`src/rtl/hazard_pkg.sv`:
```
// Shared types and constants for the pipeline hazard controller.
package hazard_pkg;

  typedef enum logic [0:0] {
    StRun     = 1'b0,
    StLuStall = 1'b1
  } state_e;

  // Largest supported load latency; the longest stall is LoadLatMax + 1 cycles.
  localparam int unsigned LoadLatMax = 7;
  localparam int unsigned CntW       = 3;

  // cnt_t holds the remaining stall count; len_t holds a full stall length (up to 8).
  typedef logic [CntW-1:0] cnt_t;
  typedef logic [CntW:0]   len_t;

endpackage

```
`src/rtl/hazard_match.sv`:
```
// Compares one destination register against both ID source registers.
module hazard_match #(
  parameter int unsigned RegAddrW = 5
) (
  input  logic                en_i,
  input  logic [RegAddrW-1:0] rd_i,
  input  logic [RegAddrW-1:0] rs_i,
  input  logic [RegAddrW-1:0] rt_i,
  output logic                match_o
);

  logic rd_nonzero;
  logic hit_rs;
  logic hit_rt;

  // Register 0 is hardwired, so a write to it can never create a dependency.
  assign rd_nonzero = |rd_i;
  assign hit_rs     = (rd_i == rs_i);
  assign hit_rt     = (rd_i == rt_i);
  assign match_o    = en_i & rd_nonzero & (hit_rs | hit_rt);

endmodule

```
`src/rtl/hazard_ctrl.sv`:
```
// Pipeline hazard controller: load-use and branch-operand stalls, dmem freeze,
// taken-branch flush and a saturating stall-cycle counter.
module hazard_ctrl
  import hazard_pkg::*;
#(
  parameter int unsigned REG_ADDR_W   = 5,
  parameter int unsigned LOAD_LAT     = 1,
  parameter bit          BRANCH_IN_ID = 1'b1,
  parameter int unsigned PERF_W       = 32
) (
  input  logic                  clk_i,
  input  logic                  rst_i,
  input  logic [REG_ADDR_W-1:0] if_id_rs_i,
  input  logic [REG_ADDR_W-1:0] if_id_rt_i,
  input  logic                  branch_i,
  input  logic                  branch_taken_i,
  input  logic                  id_ex_mem_read_i,
  input  logic                  id_ex_reg_write_i,
  input  logic [REG_ADDR_W-1:0] id_ex_rd_i,
  input  logic                  ex_mem_mem_read_i,
  input  logic [REG_ADDR_W-1:0] ex_mem_rd_i,
  input  logic                  dmem_stall_i,
  output logic                  pc_write_o,
  output logic                  if_id_write_o,
  output logic                  id_ex_bubble_o,
  output logic                  freeze_o,
  output logic                  if_id_flush_o,
  output logic [PERF_W-1:0]     stall_cnt_o
);

  localparam int unsigned LoadLatClamped =
      (LOAD_LAT > LoadLatMax) ? LoadLatMax : ((LOAD_LAT < 1) ? 1 : LOAD_LAT);
  localparam len_t LoadLatLen = len_t'(LoadLatClamped);

  state_e            state_q, state_d;
  cnt_t              cnt_q, cnt_d;
  logic [PERF_W-1:0] perf_q, perf_d;

  logic ld_ex_hit;
  logic alu_ex_hit;
  logic ld_mem_hit;
  logic br_chk;
  logic br_hit;
  len_t stall_len;
  cnt_t stall_rem;

  hazard_match #(
    .RegAddrW (REG_ADDR_W)
  ) u_match_ld_ex (
    .en_i    (id_ex_mem_read_i),
    .rd_i    (id_ex_rd_i),
    .rs_i    (if_id_rs_i),
    .rt_i    (if_id_rt_i),
    .match_o (ld_ex_hit)
  );

  hazard_match #(
    .RegAddrW (REG_ADDR_W)
  ) u_match_alu_ex (
    .en_i    (id_ex_reg_write_i & ~id_ex_mem_read_i),
    .rd_i    (id_ex_rd_i),
    .rs_i    (if_id_rs_i),
    .rt_i    (if_id_rt_i),
    .match_o (alu_ex_hit)
  );

  hazard_match #(
    .RegAddrW (REG_ADDR_W)
  ) u_match_ld_mem (
    .en_i    (ex_mem_mem_read_i),
    .rd_i    (ex_mem_rd_i),
    .rs_i    (if_id_rs_i),
    .rt_i    (if_id_rt_i),
    .match_o (ld_mem_hit)
  );

  assign br_chk = BRANCH_IN_ID & branch_i;
  assign br_hit = br_chk & (alu_ex_hit | ld_mem_hit);

  // A branch consuming a load needs one extra cycle beyond the plain load-use gap.
  assign stall_len = ld_ex_hit ? (LoadLatLen + len_t'(br_chk)) : len_t'(1);
  assign stall_rem = cnt_t'(stall_len - len_t'(1));

  always_comb begin
    state_d        = state_q;
    cnt_d          = cnt_q;
    pc_write_o     = 1'b1;
    if_id_write_o  = 1'b1;
    id_ex_bubble_o = 1'b0;
    freeze_o       = 1'b0;
    if_id_flush_o  = 1'b0;

    if (rst_i) begin
      pc_write_o     = 1'b0;
      if_id_write_o  = 1'b0;
      id_ex_bubble_o = 1'b1;
      state_d        = StRun;
      cnt_d          = '0;
    end else if (dmem_stall_i) begin
      // Everything holds; hazards are re-evaluated once memory is ready.
      freeze_o      = 1'b1;
      pc_write_o    = 1'b0;
      if_id_write_o = 1'b0;
    end else begin
      unique case (state_q)
        StRun: begin
          if (ld_ex_hit || br_hit) begin
            pc_write_o     = 1'b0;
            if_id_write_o  = 1'b0;
            id_ex_bubble_o = 1'b1;
            if (stall_len > len_t'(1)) begin
              state_d = StLuStall;
              cnt_d   = stall_rem;
            end
          end else begin
            if_id_flush_o = branch_taken_i;
          end
        end
        StLuStall: begin
          pc_write_o     = 1'b0;
          if_id_write_o  = 1'b0;
          id_ex_bubble_o = 1'b1;
          if (cnt_q <= cnt_t'(1)) begin
            state_d = StRun;
            cnt_d   = '0;
          end else begin
            cnt_d = cnt_q - cnt_t'(1);
          end
        end
      endcase
    end
  end

  always_comb begin
    perf_d = perf_q;
    if (!pc_write_o && !(&perf_q)) begin
      perf_d = perf_q + PERF_W'(1);
    end
  end

  always_ff @(posedge clk_i) begin
    if (rst_i) begin
      state_q <= StRun;
      cnt_q   <= '0;
      perf_q  <= '0;
    end else begin
      state_q <= state_d;
      cnt_q   <= cnt_d;
      perf_q  <= perf_d;
    end
  end

  assign stall_cnt_o = perf_q;

endmodule

```
`config.mk`:
```
export PLATFORM = sky130hd
export DESIGN_NAME = hazard_ctrl
export DESIGN_NICKNAME = d
export VERILOG_FILES = /design/src/rtl/hazard_pkg.sv /design/src/rtl/hazard_match.sv /design/src/rtl/hazard_ctrl.sv
export SDC_FILE = /design/constraint.sdc
export NUM_CORES = 1
export LEC_CHECK = 0
export BUFFER_PORTS_ARGS = -buffer_cell sky130_fd_sc_hd__buf_2
export CAP_MARGIN = 20
export CELL_PAD_IN_SITES_DETAIL_PLACEMENT = 1
export CELL_PAD_IN_SITES_GLOBAL_PLACEMENT = 2
export CORE_MARGIN = 2
export CORE_UTILIZATION = 27
export DETAILED_ROUTE_END_ITERATION = 8
export PLACE_DENSITY_LB_ADDON = 0.1
export SKIP_CTS_REPAIR_TIMING = 1
export SLEW_MARGIN = 10
export SYNTH_ARGS = -nofsm -noshare
export SYNTH_HDL_FRONTEND = slang
export SYNTH_SLANG_ARGS = --single-unit
```
`constraint.sdc`:
```
create_clock -name clk_i -period 2.3 [get_ports clk_i]
set_clock_uncertainty 0.05 [all_clocks]
set_input_delay 0.23 -clock clk_i [delete_from_list [all_inputs] [get_ports clk_i]]
set_output_delay 0.23 -clock clk_i [all_outputs]
set_load 0.03 [all_outputs]
```
-- Yosys cells after proc, flatten, opt, wreduce, memory -nomap -nowiden
Index checks and enable logic that the tools add are counted.
- flip-flop bits (word level): 36
- latch bits: 0
- bits in writable memories: 0
- bits in read-only memories: 0
- bits of input ports: 28
- output and inout bits: 37
- logic and storage cells: 60
- memories kept: 0
- add/subtract/negate cells: 4
- multipliers: 0
- div/mod/pow operators: 0
- $lt $le $gt $ge: 2
- eq/ne operators: 6
- shifts and indexed selects: 0
- muxes and demuxes: 23
- bitwise logic cells: 14
- reductions and logical operators: 8
- operators by type and width (cell ; number):
    $add 32x1->32 const B ; 1
    $reduce_and 32->1 ; 1
    $eq 5x5->1 ; 4
    $mux 1 ; 15
    $reduce_or 5->1 ; 2
    $mux 3 ; 3
    $and 1x1->1 ; 8
    $pmux 1 s2 ; 3
    $pmux 3 s2 ; 1
    $ne 2x2->1 const B ; 2
    $le 3x1->1 const B ; 1
    $not 1->1 ; 3
    $or 1x1->1 ; 3
    $reduce_and 3->1 ; 1
    $sub 2x1->3 const B ; 1
    $sub 3x1->3 const B ; 1
    $add 1x1->2 const A ; 1
    $gt 2x1->1 const B ; 1
    $logic_not 1->1 ; 2
    $mux 2 ; 1
    $logic_and 1x1->1 ; 1
    $logic_or 1x1->1 ; 1

-- Longest topological paths before layout
Gate-level depths: netlist (run 1).
- word-level depth: 13
- mapped depth: 9

-- Cells and area by module
A second synthesis (run 1) with hierarchy kept.
- cells, all modules: 289
- area total of the unflattened synthesis: 2394.8 sq um
- by module, submodules not included (module ; instances ; cells each ; area an instance (sq um) ; seq. area each (sq um)):
    hazard_ctrl ; 1 ; 238 ; 2019.4 ; 720.7
    hazard_match ; 3 ; 17 ; 125.1 ; 0.0

-- Least setup slack after synthesis (run 1)
No wires, ideal clock.
- path kind: register to register
- start point: register perf_q[0] (netlist: stall_cnt_o[0])
- end point: register perf_q[16] (netlist: stall_cnt_o[16])
- library setup time: 0.070 ns
- data arrival time: 2.244 ns
- data required time: 2.180 ns
- slack: -0.065 ns
- cell stages (with the launch flop): 10
- path buffers: 2
- cells stage by stage: dfxtp_1 -> ha_1 -> and3_1 -> buf_4 -> nand3_1 -> nor4_4 -> a21oi_2 -> buf_2 -> a31o_2 -> a21oi_1
- cells in the longest elaborated chain, start to end: 3
- elaborated cells on any way between the ends: 4
- those cells by class: add/sub (1); reduce/logical (3)
- ends and longest elaborated chain (what ; line ; RTL):
    start, declared ; hazard_ctrl.sv:37 ; logic [PERF_W-1:0] perf_q, perf_d;
    start signal, assigned ; hazard_ctrl.sv:149 ; perf_q <= perf_d;
    parallel branches: the longest is 3 deep, another holds $add 32x1->32 ; - ;
Parallel ways; which one is timed is not known.
A chain may end at the register's enable or synchronous reset.

-- Worst setup path after layout (run 1)
- start point: input port ex_mem_rd_i[1]
- end point: output port if_id_write_o
- cells in the longest elaborated chain, start to end: 10
- elaborated cells on any way between the ends: 13
- those cells by class: eq/ne (2); mux (4); bitwise (5); reduce/logical (2)
- ends and longest elaborated chain (what ; line ; RTL):
    start, declared ; hazard_ctrl.sv:21 ; input logic [REG_ADDR_W-1:0] ex_mem_rd_i,
    $eq 5x5->1 (tied with other cells) ; hazard_match.sv:18 ; assign hit_rs = (rd_i == rs_i);
    $or 1x1->1 / $and 1x1->1 (equally long branches) ; hazard_match.sv:20 ; assign match_o = en_i & rd_nonzero & (hit_rs | hit_rt);
    $and 1x1->1 * ; hazard_match.sv:20 ;
    $or 1x1->1 * ; hazard_ctrl.sv:78 ; assign br_hit = br_chk & (alu_ex_hit | ld_mem_hit);
    $and 1x1->1 * ; hazard_ctrl.sv:78 ;
    $logic_or 1x1->1 * ; hazard_ctrl.sv:107 ; if (ld_ex_hit || br_hit) begin
    $mux 1 * ; hazard_ctrl.sv:107 ;
    $pmux 1 s2 * ; hazard_ctrl.sv:105 ; unique case (state_q)
    $mux 1 * ; hazard_ctrl.sv:99 ; end else if (dmem_stall_i) begin
    $mux 1 * ; hazard_ctrl.sv:93 ; if (rst_i) begin
    end, declared ; hazard_ctrl.sv:24 ; output logic if_id_write_o,
Mark *: on every way between the ends. The rest lies on a longest branch, timed or not.

==> impl_metrics.csv, run 1 <==
group,metric,value,unit
die,core-area,0.00826,mm²
final_layout,areaGrowthSynthToFinish,33.5,%
place,placedInstanceArea,0.00295,mm²
place,hpwlAfterDp,5250,µm
route,finalWirelength,6910,µm
final_layout,multi_input_comb_area,0.00151,mm²
power,seq_power_share,47.4,%
die,ioPinCount,65,
sta,slew-limit-headroom,65.6,%
synth,yosys-mux-area-fraction,4.64,%
clock_network,cts_root_buf,"sky130_fd_sc_hd__clkbuf_8",
place,place.port_buffers,64,
synth,synth-xor-area-share,9.82,%
route,antenna_left,0,
clock_network,tritoncts_clock_tree,"built",
global_routing,grt_pass1_vias,2349,
synth,async_flop_share,0,%
sta,setup-violations-final,0,
final_layout,antenna_cells,0,
clock_network,cts_buf_count,5,
synth,synth.cell_area,0.00232,mm²
clock_network,clkLatencyLatePin,0.29,ns
power,total_switching_power,373,µW
critical_path,timing.critical_path.to_type,"output pin",
synth,yosys.area_share.simple,29.5,%
route,drc_errors,0,
clock_network,ctsHtreeMaxLevel,2,
route,detailedRoute.firstIterationViolations,67,
synth,synth_largest_type_area_fraction,31.1,%
place,gp_congestion,0.793,
final_layout,final_common_cell,"sky130_fd_sc_hd__buf_2",
route,vias_per_cell,5.11,
synth,dominant_combinational_cell_family_by_area_after_synthesis,"simple AND/OR/NAND/NOR gates",
global_routing,global_route_wire_length_before_repair,11800,µm
sta,worst_pin_slew,0.516,ns
final_layout,final_core_utilization,37.5,%
synth,synthesis.nets,306,
synth,synth_edf_count,0,
clock_network,clock_path_buffers,2,
power,p_int,974,µW
sta,worst_hold_slack,0.266,ns
global_routing,global_routing_usage_summed_across_all_routing_layers,15.0,%
die,fp.dieArea,0.00935,mm²
global_routing,grt-ovfl-total,0,
global_routing,grt_start_max_net_pins,48,
final_layout,final_cell_area,0.00310,mm²
synth,yosys.area_share.adder,1.62,%
critical_path,critical_path_peak_fanout,29,
synth,synth_compound_area_share,18.0,%
die,standard_cell_row_count,33,
critical_path,timing_worst_setup_path_type,"in2out",
final_layout,layout.cells.most_common_list,"sky130_fd_sc_hd__buf_2 (62), sky130_fd_sc_hd__buf_4 (32), sky130_fd_sc_hd__nor2_1 (29)",
final_layout,layout.nets,395,
synth,synth.yosys.seq_area_share,31.1,%
route,vias,2401,
die,die_width,96.7,µm
clock_network,cts_clock_pin_slew_for_the_worst_setup_and_hold_paths,0.08,ns
final_layout,final.fill_count,1020,
sta,hold_viol,0,
power,p_sw_share,27.7,%
synth,synthesis.yosys.warnings,0,
flow_run,total_of_max_cap_violations,0,
synth,synthCells,275,
route,first_pass_iters,4,
sta,timing.final.crit_share,95.7,%
route,drt-wirelength-per-cell,14.7,µm
worst_hold_path,hp-class,"in2reg",
final_layout,footprint_of_the_flip_flops_and_latches,739,µm²
die,initial_core_util,28.1,%
sta,timing.fmax,454,MHz
synth,synth_largest_area_cell,"sky130_fd_sc_hd__dfxtp_1",
sta,timing.final.max_slew_violations,0,
power,power_frac_clock,35.8,%
power,power.share.combinational,16.8,%
synth,postSynthRegisterBits,36,
sta,period_needed,2.20,ns
global_routing,antenna_found_initial,0,
synth,ys_top_cells_by_area,"sky130_fd_sc_hd__dfxtp_1 (31%), sky130_fd_sc_hd__xnor2_1 (9.1%), sky130_fd_sc_hd__a21oi_1 (4.7%)",
critical_path,cp.arrival,1.92,ns
status,status,"finished clean",
power,powerDensity,435,mW/mm²
final_layout,layout-drive-gt1-share,38.9,%
synth,synth_cell_types,48,
critical_path,cp_data_required_time,2.02,ns
die,die-height,96.7,µm
critical_path,cp-start-kind,"input pin",
power,irDropWorstVdd,0.167,mV
power,leakage,1.26,nW
synth,synth_top_flop_cell,"sky130_fd_sc_hd__dfxtp_1",
clock_network,clock-sinks,36,
synth,post_synth.cell_area_avg,8.44,µm²
[flip-flops by register name (all words and copies together), names as in the netlist]
signal and cells:
stall_cnt_o 32, state_q 1, cnt_q 3
[per-stage QoR]
stage          worst slack (ns)  std cells  TNS, ns  power, mW
6_report                 0.0984        470        0       1.35
5_1_grt                 -0.0317        470  -0.0317       1.44
3_3_place_gp             -0.121        461   -0.172      0.878
3_5_place_dp            -0.0526        461   -0.285      0.879
2_1_floorplan           0.00416        275        0      0.785
4_1_cts                0.000957        469        0       1.37
[synth_stat cells (all sizes together), types with 2 or more instances]
| cell type | count |
|---|---|
| a211oi | 5 |
| a21oi | 23 |
| a31o | 2 |
| and3 | 7 |
| and4 | 5 |
| buf | 9 |
| clkbuf | 6 |
| dfxtp | 36 |
| ha | 3 |
| inv | 6 |
| mux2 | 8 |
| nand2 | 22 |
| nand3 | 15 |
| nand4 | 10 |
| nand4b | 3 |
| nor2 | 29 |
| nor2b | 9 |
| nor3 | 5 |
| o21ai | 4 |
| o21bai | 2 |
| o22ai | 2 |
| o31ai | 8 |
| o41ai | 6 |
| or3 | 2 |
| or4 | 6 |
| or4b | 4 |
| xnor2 | 24 |
| xor2 | 2 |
[per-layer routing]
layer,vias to the layer above,track usage (%),wire [µm]
li1,1191,-,-
met1,1166,20.3,3320
met2,40,24.9,3280
met3,4,2.96,273
met4,0,2.60,39
met5,-,0,0
[kinds of logic (layout without fill, tap and decap cells)]
logic type,Yosys count,count (layout)
and+or+nand+nor,121,121
AOI/OAI and AO/OA,59,59
DFF,36,36
xor gates and xnor gates,26,26
buffers and inverters,21,111
muxes,9,9
adders and majority gates,3,3
[final timing paths]
kind / startpoint / cells past startpoint / endpoint / slack (ns)
max: ex_mem_rd_i[1] / 7 / if_id_write_o / 0.1
min: dmem_stall_i / 3 / state_q / 0.27
max reg2reg: stall_cnt_o[27] / 8 / stall_cnt_o[3] / 0.11
min reg2reg: stall_cnt_o[9] / 2 / stall_cnt_o[9] / 0.45
[worst max-delay path, stage by stage]
cell                       delay [ns]
sky130_fd_sc_hd__buf_2           0.10
sky130_fd_sc_hd__or3_1           0.38
sky130_fd_sc_hd__o311a_1         0.33
sky130_fd_sc_hd__a221oi_4        0.31
sky130_fd_sc_hd__and2_4          0.21
sky130_fd_sc_hd__buf_12          0.16
sky130_fd_sc_hd__buf_4           0.18
[cell type report]
class	instances	area share [%]
Multi-Input combinational cell	218	48.7
Timing Repair Buffer	97	19.4
Inverter	6	0.727
Sequential cell	36	23.9
Clock buffer	7	2.79
Clock inverter	1	0.242
Tap cell	105	4.24
[power groups by stage]
stage | registers, mW | logic, mW | clock network (mW)
detailed placement | 0.654 | 0.225 | 0
finish | 0.638 | 0.227 | 0.482
global placement | 0.654 | 0.225 | 0
global route | 0.640 | 0.251 | 0.545
CTS | 0.639 | 0.227 | 0.508
floorplan | 0.665 | 0.119 | 0
Note: power is estimated with default switching activity, not from simulation.
==> run 2: changes to the inputs <==
- CELL_PAD_IN_SITES_DETAIL_PLACEMENT: 1 -> not set
- CELL_PAD_IN_SITES_GLOBAL_PLACEMENT: 2 -> not set
- CORE_UTILIZATION: 27 -> 47
- PLACE_DENSITY: not set -> 0.76
- PLACE_DENSITY_LB_ADDON: 0.1 -> not set
==> run 2 against run 1 <==
Compared with the run above:
- cell count fell by 11%
- register-to-register slack got worse by 0.02 ns
- via count fell by 3.2%
- fmax fell by 1.1%
- clock power fell by 3%
- global-route usage rose by 6.5 points
- sequential share of layout area rose by 1.5 points
- flip-flop and latch count did not move
- count of clock-buffer cells in the layout fell by 1
- critical endpoint unchanged
- largest cell class unchanged
==> impl_metrics.csv, run 2 (same netlist as run 1, synthesis figures left out) <==
group,metric,value,unit
die,ioPinCount,65,
place,place_inst,406,
clock_network,clkLatencyLatePin,0.29,ns
final_layout,largest_register_ff_count,32,
critical_path,r2r_end,"stall_cnt_o[17]",
route,antenna_left,0,
critical_path,crit_path_max_incr_delay,0.37,ns
sta,timing.final.max_slew_violations,0,
sta,timing.fmax,449,MHz
critical_path,timing.critical_path.slowest_stage_cell,"sky130_fd_sc_hd__or3_1",
route,finalWirelength,5710,µm
clock_network,cts_root_buf,"sky130_fd_sc_hd__clkbuf_8",
critical_path,ff2ff_path_depth,8,
sta,period_needed,2.23,ns
worst_hold_path,whs_path_depth,3,
sta,slew-limit-headroom,67.0,%
sta,setup-tns-final,0,ns
final_layout,antenna_cells,0,
critical_path,cells_traversed_along_the_worst_timing_path,"buf_2 > or3_1 > o311a_1 > a221oi_4 > and2_4 > buf_12 > clkbuf_4",
final_layout,final.fill_count,442,
global_routing,grt-ovfl-total,0,
critical_path,worst-path-buf-inv,3,
critical_path,critPathTopFamily,"compound AO/OA/AOI/OAI gates",
power,leakage,1.19,nW
die,die_width,74.3,µm
place,gp_congestion,0.933,
route,first_pass_iters,4,
power,powerDensity,452,mW/mm²
route,vias_per_cell,5.57,
critical_path,timing.critical_path.to_type,"output pin",
final_layout,final_core_utilization,61.2,%
power,irDropWorstVdd,0.292,mV
sta,setup-violations-final,0,
worst_hold_path,hp-class,"in2reg",
final_layout,footprint_of_the_flip_flops_and_latches,738,µm²
power,total_switching_power,357,µW
worst_hold_path,whs_endpoint,"state_q",
critical_path,cp_data_required_time,2.02,ns
critical_path,timing_worst_setup_path_type,"in2out",
die,initial_core_util,48.8,%
global_routing,global_route_wire_length_before_repair,9490,µm
clock_network,clock_path_buffers,2,
place,hpwlAfterDp,4210,µm
final_layout,layout.nets,380,
final_layout,final_common_cell,"sky130_fd_sc_hd__buf_2",
route,drt-wirelength-per-cell,13.7,µm
power,power_frac_clock,35.6,%
critical_path,cp.arrival,1.95,ns
place,place.port_buffers,64,
critical_path,timing.reg2reg.setup_slack,0.09,ns
clock_network,cts_clock_pin_slew_for_the_worst_setup_and_hold_paths,0.07,ns
sta,worst_pin_slew,0.482,ns
status,status,"finished clean",
global_routing,grt_start_max_net_pins,48,
flow_run,total_of_max_cap_violations,0,
die,core-area,0.00475,mm²
critical_path,critical_path_peak_fanout,29,
power,seq_power_share,48.8,%
critical_path,cp-start-kind,"input pin",
sta,final_critical_path_setup_slack,0.0737,ns
clock_network,clock-sinks,36,
final_layout,layout.cells.most_common_list,"sky130_fd_sc_hd__buf_2 (62), sky130_fd_sc_hd__nor2_1 (29), sky130_fd_sc_hd__xnor2_1 (24), sky130_fd_sc_hd__dfxtp_1 (24)",
die,standard_cell_row_count,25,
route,drc_errors,0,
route,detailedRoute.firstIterationViolations,150,
die,die-height,74.3,µm
place,pre_cts_ws,-0.0312,ns
critical_path,rr_startpoint,"stall_cnt_o[5]",
global_routing,global_routing_usage_summed_across_all_routing_layers,21.5,%
clock_network,cts_buf_count,5,
sta,timing.final.crit_share,96.8,%
final_layout,areaGrowthSynthToFinish,25.4,%
power,power.share.combinational,15.6,%
route,vias,2324,
sta,hold_viol,0,
die,fp.dieArea,0.00551,mm²
final_layout,finalNonFillerCells,417,
global_routing,antenna_found_initial,0,
worst_hold_path,hold_path.startpoint,"dmem_stall_i",
final_layout,multi_input_comb_area,0.00149,mm²
final_layout,layout-drive-gt1-share,34.9,%
clock_network,tritoncts_clock_tree,"built",
power,p_int,957,µW
global_routing,grt_pass1_vias,2164,
clock_network,ctsHtreeMaxLevel,2,
sta,rsz0062_at_grt,"false",
power,p_sw_share,27.1,%
==> run 2: area by class of cell <==
type / count / area share [%]
multi-input combinational: 218 / 51.1
sequential: 36 / 25.4
timing repair buffer: 82 / 16.7
clock buffer: 6 / 2.84
inverter: 6 / 0.775
tap: 67 / 2.88
clock inverter: 2 / 0.344
==> run 2: worst max path at each step <==
stage                          from              end  slack [ns]  cells past startpoint
floorplan           stall_cnt_o[10]  stall_cnt_o[16]       0.004                      8
global placement     ex_mem_rd_i[1]  stall_cnt_o[21]        0.01                      8
detailed placement   ex_mem_rd_i[1]  stall_cnt_o[14]       -0.03                      8
CTS                  ex_mem_rd_i[1]    if_id_write_o       0.001                      7
global route         ex_mem_rd_i[1]    if_id_write_o       0.008                      7
finish               ex_mem_rd_i[1]    if_id_write_o        0.07                      7
==> run 2: stage by stage <==
stage	cell area [µm²]	total power, mW	hold WS, ns
3_3_place_gp	2780	0.856	0.425
4_1_cts	2870	1.32	0.283
5_1_grt	2910	1.37	0.310
2_1_floorplan	2330	0.785	0.437
6_report	2910	1.31	0.284
3_5_place_dp	2780	0.859	0.428
==> run 2: worst reg2reg max path: stages (launching register included) <==
cell	delay (ns)
sky130_fd_sc_hd__dfxtp_1	0.36
sky130_fd_sc_hd__and4_4	0.27
sky130_fd_sc_hd__and3_1	0.22
sky130_fd_sc_hd__nand3_2	0.12
sky130_fd_sc_hd__nor4_4	0.36
sky130_fd_sc_hd__buf_4	0.33
sky130_fd_sc_hd__nor2_1	0.12
sky130_fd_sc_hd__or4b_1	0.19
sky130_fd_sc_hd__a21oi_1	0.06
==> run 2: metal layers <==
layer / GRT usage (%) / vias to the layer above / routed length (µm)
li1: - / 1157 / -
met2: 35.9 / 66 / 2720
met4: 6.15 / 0 / 43
met1: 28.4 / 1096 / 2610
met3: 4.20 / 5 / 335
met5: 0 / - / 0
==> run 2: power groups by stage <==
stage | logic [mW] | registers, mW | clock network, mW
floorplan | 0.119 | 0.665 | 0
global placement | 0.199 | 0.656 | 0
detailed placement | 0.203 | 0.656 | 0
CTS | 0.204 | 0.642 | 0.476
global route | 0.225 | 0.643 | 0.502
finish | 0.205 | 0.641 | 0.467
